`config.mk`:
```
export PLATFORM = sky130hd
export DESIGN_NAME = mc_ctrl_fsm
export DESIGN_NICKNAME = d
export VERILOG_FILES = /design/src/rtl/mc_ctrl_fsm_pkg.sv /design/src/rtl/mc_ctrl_outdec.sv /design/src/rtl/mc_ctrl_fsm.sv
export SDC_FILE = /design/constraint.sdc
export NUM_CORES = 1
export LEC_CHECK = 0
export BUFFER_PORTS_ARGS = -buffer_cell sky130_fd_sc_hd__clkbuf_2
export CAP_MARGIN = 20
export CORE_MARGIN = 5
export CORE_UTILIZATION = 45
export CTS_BUF_LIST = sky130_fd_sc_hd__clkbuf_8
export CTS_CLUSTER_DIAMETER = 200
export DETAILED_ROUTE_END_ITERATION = 10
export GPL_ROUTABILITY_DRIVEN = 0
export PLACE_DENSITY = 0.77
export SLEW_MARGIN = 15
export SYNTH_ARGS = -nofsm -noshare
export SYNTH_HDL_FRONTEND = slang
export SYNTH_SLANG_ARGS = --single-unit
```
`constraint.sdc`:
```
create_clock -name clk -period 1.56 [get_ports clk]
set_input_delay 0 -clock clk [delete_from_list [all_inputs] [get_ports clk]]
set_output_delay 0 -clock clk [all_outputs]
set_load 0.02 [all_outputs]
```
`src/rtl/mc_ctrl_fsm_pkg.sv`:
```
// Shared encodings for the multi-cycle control FSM: state codes, opcode/funct
// constants, datapath mux select encodings and the ID dispatch function.
package mc_ctrl_fsm_pkg;

  typedef enum logic [3:0] {
    StIf  = 4'd0,
    StId  = 4'd1,
    StMa  = 4'd2,
    StMr  = 4'd3,
    StMw  = 4'd4,
    StMs  = 4'd5,
    StExr = 4'd6,
    StWbr = 4'd7,
    StBr  = 4'd8,
    StExi = 4'd9,
    StWbi = 4'd10,
    StJmp = 4'd11
  } state_e;

  // Opcodes (IR[31:26])
  localparam logic [5:0] OpRtype = 6'b000000;
  localparam logic [5:0] OpJ     = 6'b000010;
  localparam logic [5:0] OpJal   = 6'b000011;
  localparam logic [5:0] OpBeq   = 6'b000100;
  localparam logic [5:0] OpBne   = 6'b000101;
  localparam logic [5:0] OpAddiu = 6'b001001;
  localparam logic [5:0] OpOri   = 6'b001101;
  localparam logic [5:0] OpLui   = 6'b001111;
  localparam logic [5:0] OpLw    = 6'b100011;
  localparam logic [5:0] OpSw    = 6'b101011;

  // R-type funct codes (IR[5:0])
  localparam logic [5:0] FnJr   = 6'b001000;
  localparam logic [5:0] FnAddu = 6'b100001;
  localparam logic [5:0] FnSubu = 6'b100011;
  localparam logic [5:0] FnAnd  = 6'b100100;
  localparam logic [5:0] FnOr   = 6'b100101;
  localparam logic [5:0] FnSlt  = 6'b101010;

  localparam logic [1:0] PcSrcAlu    = 2'b00;
  localparam logic [1:0] PcSrcAluOut = 2'b01;
  localparam logic [1:0] PcSrcJump   = 2'b10;
  localparam logic [1:0] PcSrcRs     = 2'b11;

  localparam logic [1:0] WdAluOut = 2'b00;
  localparam logic [1:0] WdMdr    = 2'b01;
  localparam logic [1:0] WdPc     = 2'b10;
  localparam logic [1:0] WdLui    = 2'b11;

  localparam logic [1:0] RegDstRt = 2'b00;
  localparam logic [1:0] RegDstRd = 2'b01;
  localparam logic [1:0] RegDstRa = 2'b10;

  localparam logic [1:0] SrcbRt   = 2'b00;
  localparam logic [1:0] SrcbFour = 2'b01;
  localparam logic [1:0] SrcbImm  = 2'b10;
  localparam logic [1:0] SrcbBr   = 2'b11;

  localparam logic [1:0] AluAdd   = 2'b00;
  localparam logic [1:0] AluSub   = 2'b01;
  localparam logic [1:0] AluFunct = 2'b10;
  localparam logic [1:0] AluOr    = 2'b11;

  // Successor of ID; StIf doubles as the "unsupported instruction" marker.
  function automatic state_e decode_next(logic [5:0] op, logic [5:0] funct);
    state_e nxt;
    nxt = StIf;
    case (op)
      OpLw, OpSw:              nxt = StMa;
      OpBeq, OpBne:            nxt = StBr;
      OpAddiu, OpOri, OpLui:   nxt = StExi;
      OpJ, OpJal:              nxt = StJmp;
      OpRtype: begin
        case (funct)
          FnAddu, FnSubu, FnAnd, FnOr, FnSlt: nxt = StExr;
          FnJr:                               nxt = StJmp;
          default:                            nxt = StIf;
        endcase
      end
      default:                 nxt = StIf;
    endcase
    return nxt;
  endfunction

endpackage

```
`src/rtl/mc_ctrl_outdec.sv`:
```
// Combinational control decode: current state plus IR fields and ALU zero
// flag to every datapath control signal.
module mc_ctrl_outdec
  import mc_ctrl_fsm_pkg::*;
(
  input  state_e     state,
  input  logic [5:0] op,
  input  logic [5:0] funct,
  input  logic       zero,
  input  logic       last_dwell,
  output logic       pc_write,
  output logic [1:0] pc_src,
  output logic       iord,
  output logic       mem_read,
  output logic       mem_write,
  output logic       ir_write,
  output logic       reg_write,
  output logic [1:0] reg_dst,
  output logic [1:0] wd_sel,
  output logic       alu_srca,
  output logic [1:0] alu_srcb,
  output logic       ext_op,
  output logic [1:0] alu_op,
  output logic       illegal
);

  // Per-state decode of all control outputs
  always_comb begin
    pc_write  = 1'b0;
    pc_src    = PcSrcAlu;
    iord      = 1'b0;
    mem_read  = 1'b0;
    mem_write = 1'b0;
    ir_write  = 1'b0;
    reg_write = 1'b0;
    reg_dst   = RegDstRt;
    wd_sel    = WdAluOut;
    alu_srca  = 1'b0;
    alu_srcb  = SrcbRt;
    ext_op    = 1'b1;
    alu_op    = AluAdd;
    illegal   = 1'b0;
    unique case (state)
      StIf: begin
        mem_read = 1'b1;
        alu_srcb = SrcbFour;
        // PC+4 and IR commit together once the fetch data is valid
        ir_write = last_dwell;
        pc_write = last_dwell;
      end
      StId: begin
        alu_srcb = SrcbBr;
        illegal  = (decode_next(op, funct) == StIf);
      end
      StMa: begin
        alu_srca = 1'b1;
        alu_srcb = SrcbImm;
      end
      StMr: begin
        mem_read = 1'b1;
        iord     = 1'b1;
      end
      StMw: begin
        reg_write = 1'b1;
        wd_sel    = WdMdr;
      end
      StMs: begin
        mem_write = 1'b1;
        iord      = 1'b1;
      end
      StExr: begin
        alu_srca = 1'b1;
        alu_op   = AluFunct;
      end
      StWbr: begin
        reg_write = 1'b1;
        reg_dst   = RegDstRd;
      end
      StBr: begin
        alu_srca = 1'b1;
        alu_op   = AluSub;
        pc_src   = PcSrcAluOut;
        pc_write = (op == OpBne) ? ~zero : zero;
      end
      StExi: begin
        alu_srca = 1'b1;
        alu_srcb = SrcbImm;
        ext_op   = (op == OpAddiu);
        alu_op   = (op == OpOri) ? AluOr : AluAdd;
      end
      StWbi: begin
        reg_write = 1'b1;
        wd_sel    = (op == OpLui) ? WdLui : WdAluOut;
      end
      StJmp: begin
        pc_write = 1'b1;
        pc_src   = (op == OpRtype) ? PcSrcRs : PcSrcJump;
        if (op == OpJal) begin
          reg_write = 1'b1;
          reg_dst   = RegDstRa;
          wd_sel    = WdPc;
        end
      end
      default: ;
    endcase
  end

endmodule

```
`src/rtl/mc_ctrl_fsm.sv`:
```
// Multi-cycle MIPS-subset control FSM: state register, memory dwell counter
// and next-state logic; output decode lives in mc_ctrl_outdec.
module mc_ctrl_fsm
  import mc_ctrl_fsm_pkg::*;
#(
  parameter int unsigned MEM_LATENCY = 1
) (
  input  logic       clk,
  input  logic       rst,
  input  logic [5:0] op,
  input  logic [5:0] funct,
  input  logic       zero,
  output logic       pc_write,
  output logic [1:0] pc_src,
  output logic       iord,
  output logic       mem_read,
  output logic       mem_write,
  output logic       ir_write,
  output logic       reg_write,
  output logic [1:0] reg_dst,
  output logic [1:0] wd_sel,
  output logic       alu_srca,
  output logic [1:0] alu_srcb,
  output logic       ext_op,
  output logic [1:0] alu_op,
  output logic       illegal,
  output logic [3:0] state
);

  localparam logic [3:0] LastCnt = 4'(MEM_LATENCY - 1);

  state_e     state_q, state_d;
  logic [3:0] cnt_q, cnt_d;
  logic       last_dwell;

  logic raw_pc_write, raw_mem_read, raw_mem_write, raw_ir_write, raw_reg_write, raw_illegal;

  assign last_dwell = (cnt_q == LastCnt);

  // State register and dwell counter
  always_ff @(posedge clk or negedge rst) begin
    if (!rst) begin
      state_q <= StIf;
      cnt_q   <= 4'd0;
    end else begin
      state_q <= state_d;
      cnt_q   <= cnt_d;
    end
  end

  // Next-state: IF/MR/MS wait out the memory latency, everything else is one cycle
  always_comb begin
    state_d = state_q;
    cnt_d   = cnt_q;
    unique case (state_q)
      StIf, StMr, StMs: begin
        if (last_dwell) begin
          cnt_d = 4'd0;
          unique case (state_q)
            StIf:    state_d = StId;
            StMr:    state_d = StMw;
            default: state_d = StIf;
          endcase
        end else begin
          cnt_d = cnt_q + 4'd1;
        end
      end
      StId:  state_d = decode_next(op, funct);
      StMa:  state_d = (op == OpSw) ? StMs : StMr;
      StExr: state_d = StWbr;
      StExi: state_d = StWbi;
      default: state_d = StIf;
    endcase
  end

  mc_ctrl_outdec u_outdec (
    .state      (state_q),
    .op         (op),
    .funct      (funct),
    .zero       (zero),
    .last_dwell (last_dwell),
    .pc_write   (raw_pc_write),
    .pc_src     (pc_src),
    .iord       (iord),
    .mem_read   (raw_mem_read),
    .mem_write  (raw_mem_write),
    .ir_write   (raw_ir_write),
    .reg_write  (raw_reg_write),
    .reg_dst    (reg_dst),
    .wd_sel     (wd_sel),
    .alu_srca   (alu_srca),
    .alu_srcb   (alu_srcb),
    .ext_op     (ext_op),
    .alu_op     (alu_op),
    .illegal    (raw_illegal)
  );

  // Strobes are gated by reset so nothing is written while rst is held low
  always_comb begin
    pc_write  = raw_pc_write & rst;
    mem_read  = raw_mem_read & rst;
    mem_write = raw_mem_write & rst;
    ir_write  = raw_ir_write & rst;
    reg_write = raw_reg_write & rst;
    illegal   = raw_illegal & rst;
    state     = state_q;
  end

endmodule

```
==> summary.md <==
| Metric | Value |
|---|---|
| Maximum number of pins on one net before global-route repair | 13 |
| Level count of the clock H-tree | 1 |
| Syn-to-layout area delta | 63.2% |
| Initial detailed-routing violation count | between 80 and 90 |
| Number of buffers on the longest clock path | 2 |
| Number of sinks on the clock net | 8 |
| Leakage power of the design | 0.000741 µW |
| Achievable Freq | 589 MHz |
| Total negative slack for setup checks | -0.256 ns |
| I/O Buffers | 37 |
| Synthesis Warnings | 0 |
| Area share of the leading cell type in the synthesized netlist | 20.8% |
| Worst setup path startpoint | cnt_q[1]$_DFFE_PN0N_ |
| Final core utilization | between 70% and 80% |
| Post-synthesis average cell area | 7.14 µm² |
| Critical hold path startpoint | funct[5] |
| Hold crit path type | in2reg |
| Crit Path Class | reg2reg |
| Max-capacitance violation count | 0 |
| Final HPWL from detailed placement | 2.45 mm |
| Number of fill cells in the layout | 139 |
| Number of global-route vias before repair | 1,260 |
| Hold violation total from the final report | 0 |
| Clock transition at the register clock pins on the worst setup and hold paths after CTS | 0.05 ns |
| Arrival time of data at the critical path endpoint | 1.80 ns |
| Ant. Diodes | 0 |
| Placed cell areas | 0.00132 mm² |
| Initial Util | about half |
| Worst-case headroom to the max-slew limit | 67.3% |
| Area of the die | 0.00317 mm² |
| Initial DRT Pass Iterations | 4 |
| Fin crit share | 109% |
| Top cells by area, synth | sky130_fd_sc_hd__dfrtp_1, sky130_fd_sc_hd__nand2_1, sky130_fd_sc_hd__nand3_1 |
| Count of final setup violators | 3 |
| Source-to-sink clock delay at the later pin of the worst-skew pair | 0.24 ns |
| Cell taking the most area after synthesis | sky130_fd_sc_hd__dfrtp_1 |
| Number of placed I/O pins | 38 |
| Area inside the core boundary | 0.00200 mm² |
| Clock tree root driver cell | sky130_fd_sc_hd__clkbuf_8 |
| Sequential area share after synthesis | 20.8% |
| Layout cell share with drive strength beyond 1 | 48.3% |
| Number of instances in the synthesized netlist | 135 |
| Outcome | finished with violations |
| Number of distinct library cells after synthesis | 45 |
| Die span in y | around 56 µm |
| Leading cell type in the layout, fill and taps excluded | sky130_fd_sc_hd__clkbuf_2 |
| Highest ir drop seen on vdd | 1020 µV |
| Final Critical Period | 1.70 ns |
| TritonCTS clock tree | yes |
| Via total after detailed routing | 1,381 |
| Crit-path max FO | 3 |
| Unrepaired setup endpoints after global routing | true |
| Detailed Route WL | 3.86 mm |
| Routed WL per cell | 16.8 µm |
| Total standard cell area after synthesis | 963 µm² |
| Failing checks | setup timing |
| Synthesis-stage register bit count | 8 |
| Number of nets still failing antenna checks after routing | 0 |
| Number of nets in the synthesized netlist | 152 |
| Post-detailed-route DRC marker count | 0 |
| Data required, critical path | about 1.7 ns |
| Overall routing resource usage | 22.2% |
| Wire length of the first global-routing pass | ~5.7 mm |
| Number of placement rows | 16 |
| Post-route cell area | approximately 0.0016 mm² |
| Die width | between 50 and 60 µm |
| Max-slew violation total from the final report | 0 |
| Largest clock skew in the final design | around 0.0099 ns |
| Kind of end point of the critical path | flip-flop |
| Average via count per standard cell | 6.00 |
| Launching point of the worst reg2reg path | cnt_q[1]$_DFFE_PN0N_ |
| Overflow left after global routing | 0 |
| Pwr/cell area | 1360 mW/mm² |
| Startpoint type of the worst setup path | flip-flop |
| CTS Buf Count | 3 |
| Transition at the pin with the smallest max-transition slack | approximately 0.48 ns |
| Commonest cells after routing, fill and taps aside | sky130_fd_sc_hd__clkbuf_2, sky130_fd_sc_hd__buf_4, sky130_fd_sc_hd__nand2_1 |
| Total Nets Final | 221 |
| Number of antenna violations at the first check in global routing | 0 |
| Setup slack after layout | -0.137 ns |
-- sequential cells by signal (all words and copies together) (netlist names) --
signal  flops
state       4
cnt_q       4
-- kinds of logic after synthesis --
kind of cell	after synthesis	synth area share, %
buffers and inverters	15	6.10
and+or+nand+nor	70	39.9
muxes	4	4.42
xor gates and xnor gates	3	2.73
AOI/OAI and AO/OA	33	23.5
adders and majority gates	2	2.60
DFF	8	20.8
-- path summary, 6_finish.rpt --
check                                  endpoint  slack, ns  depth (start not counted)
max                        state[0]$_DFFE_PN0P_      -0.14                          7
min                        state[2]$_DFFE_PN0P_       0.16                          4
max reg2reg                state[0]$_DFFE_PN0P_      -0.14                          7
min reg2reg                cnt_q[3]$_DFFE_PN0N_       0.59                          1
max in group asynchronous  state[2]$_DFFE_PN0P_       1.11                          3
min in group asynchronous  state[0]$_DFFE_PN0P_       0.27                          3
-- power breakdown --
part	total, µW	leakage, µW	internal (µW)	switching (µW)
Sequential	313	0.000104	248	65.0
Combinational	1570	0.000610	678	891
Clock	262	0.0000269	171	90.9
-- critical path, cell delays in order, from the launching register on --
cell and delay [ns]:
sky130_fd_sc_hd__dfrtp_1 0.39, sky130_fd_sc_hd__inv_2 0.09, sky130_fd_sc_hd__ha_4 0.14, sky130_fd_sc_hd__or3b_4 0.38
sky130_fd_sc_hd__mux2i_1 0.16, sky130_fd_sc_hd__o22ai_1 0.09, sky130_fd_sc_hd__a31oi_1 0.20, sky130_fd_sc_hd__a21oi_1 0.12
-- layer usage --
metal  global-route usage [%]  wire [µm]  vias up
li1                         -          -      630
met4                     7.12        144        0
met2                     37.9       1880       97
met5                        0          0        -
met1                     27.7       1450      634
met3                     4.59        380       20
-- timing repair --
item	4_1_cts	5_1_grt
hold buffers	1	0
hold endpoints to repair	8	0
pin swaps	3	7
setup buffers	4	10
endpoints found under the setup margin	13	11
resized for setup	12	13
-- metrics by stage --
step	instances	power, µW	hold WS (ns)	worst slack, ns
3_5_place_dp	211	1510	-0.0257	-0.0560
5_1_grt	230	2250	0.195	-0.200
3_3_place_gp	211	1480	-0.0329	0.0279
4_1_cts	220	1840	0.150	-0.0479
6_report	230	2140	0.161	-0.137
2_1_floorplan	135	1040	-0.296	-0.00734
-- cells in the mapped netlist --
library cell	number
sky130_fd_sc_hd__buf_1	1
sky130_fd_sc_hd__o32ai_2	1
sky130_fd_sc_hd__or3b_1	1
sky130_fd_sc_hd__and3_1	3
sky130_fd_sc_hd__nor4_4	1
sky130_fd_sc_hd__nand2_1	17
sky130_fd_sc_hd__nand3_1	11
sky130_fd_sc_hd__o211a_1	1
sky130_fd_sc_hd__xnor2_1	2
sky130_fd_sc_hd__a211o_1	1
sky130_fd_sc_hd__clkbuf_1	4
sky130_fd_sc_hd__mux2_1	2
sky130_fd_sc_hd__o21ai_1	4
sky130_fd_sc_hd__a211oi_1	1
sky130_fd_sc_hd__nand3b_1	2
sky130_fd_sc_hd__buf_2	2
sky130_fd_sc_hd__nor2_1	10
sky130_fd_sc_hd__nor3_1	8
sky130_fd_sc_hd__nor2b_1	3
sky130_fd_sc_hd__ha_1	2
sky130_fd_sc_hd__a31oi_1	1
sky130_fd_sc_hd__inv_1	6
sky130_fd_sc_hd__dfrtp_1	8
sky130_fd_sc_hd__nor4b_2	1
sky130_fd_sc_hd__nand2b_1	4
sky130_fd_sc_hd__o31ai_1	3
sky130_fd_sc_hd__a21boi_1	1
sky130_fd_sc_hd__inv_2	2
sky130_fd_sc_hd__nand2_2	1
sky130_fd_sc_hd__a21oi_2	1
sky130_fd_sc_hd__xor2_1	1
sky130_fd_sc_hd__o211ai_1	2
sky130_fd_sc_hd__nor3b_1	2
sky130_fd_sc_hd__o2bb2ai_1	1
sky130_fd_sc_hd__nand4_1	2
sky130_fd_sc_hd__o311ai_0	1
sky130_fd_sc_hd__or3_1	1
sky130_fd_sc_hd__or4b_1	1
sky130_fd_sc_hd__o21ai_0	2
sky130_fd_sc_hd__or2_1	1
sky130_fd_sc_hd__mux2i_1	2
sky130_fd_sc_hd__a21oi_1	9
sky130_fd_sc_hd__a211oi_2	1
sky130_fd_sc_hd__o22ai_1	3
sky130_fd_sc_hd__nor4b_1	1
-- cell type report --
type	count	area, µm²	area share (%)
Multi-Input combinational cell	112	792	50.4
Timing Repair Buffer	71	468	29.8
Sequential cell	8	204	13.0
Clock buffer	3	41.3	2.63
Tap cell	27	33.8	2.15
Inverter	8	30.0	1.91
Clock inverter	1	3.75	0.239
No activity file was read; power rests on OpenSTA's default activity.
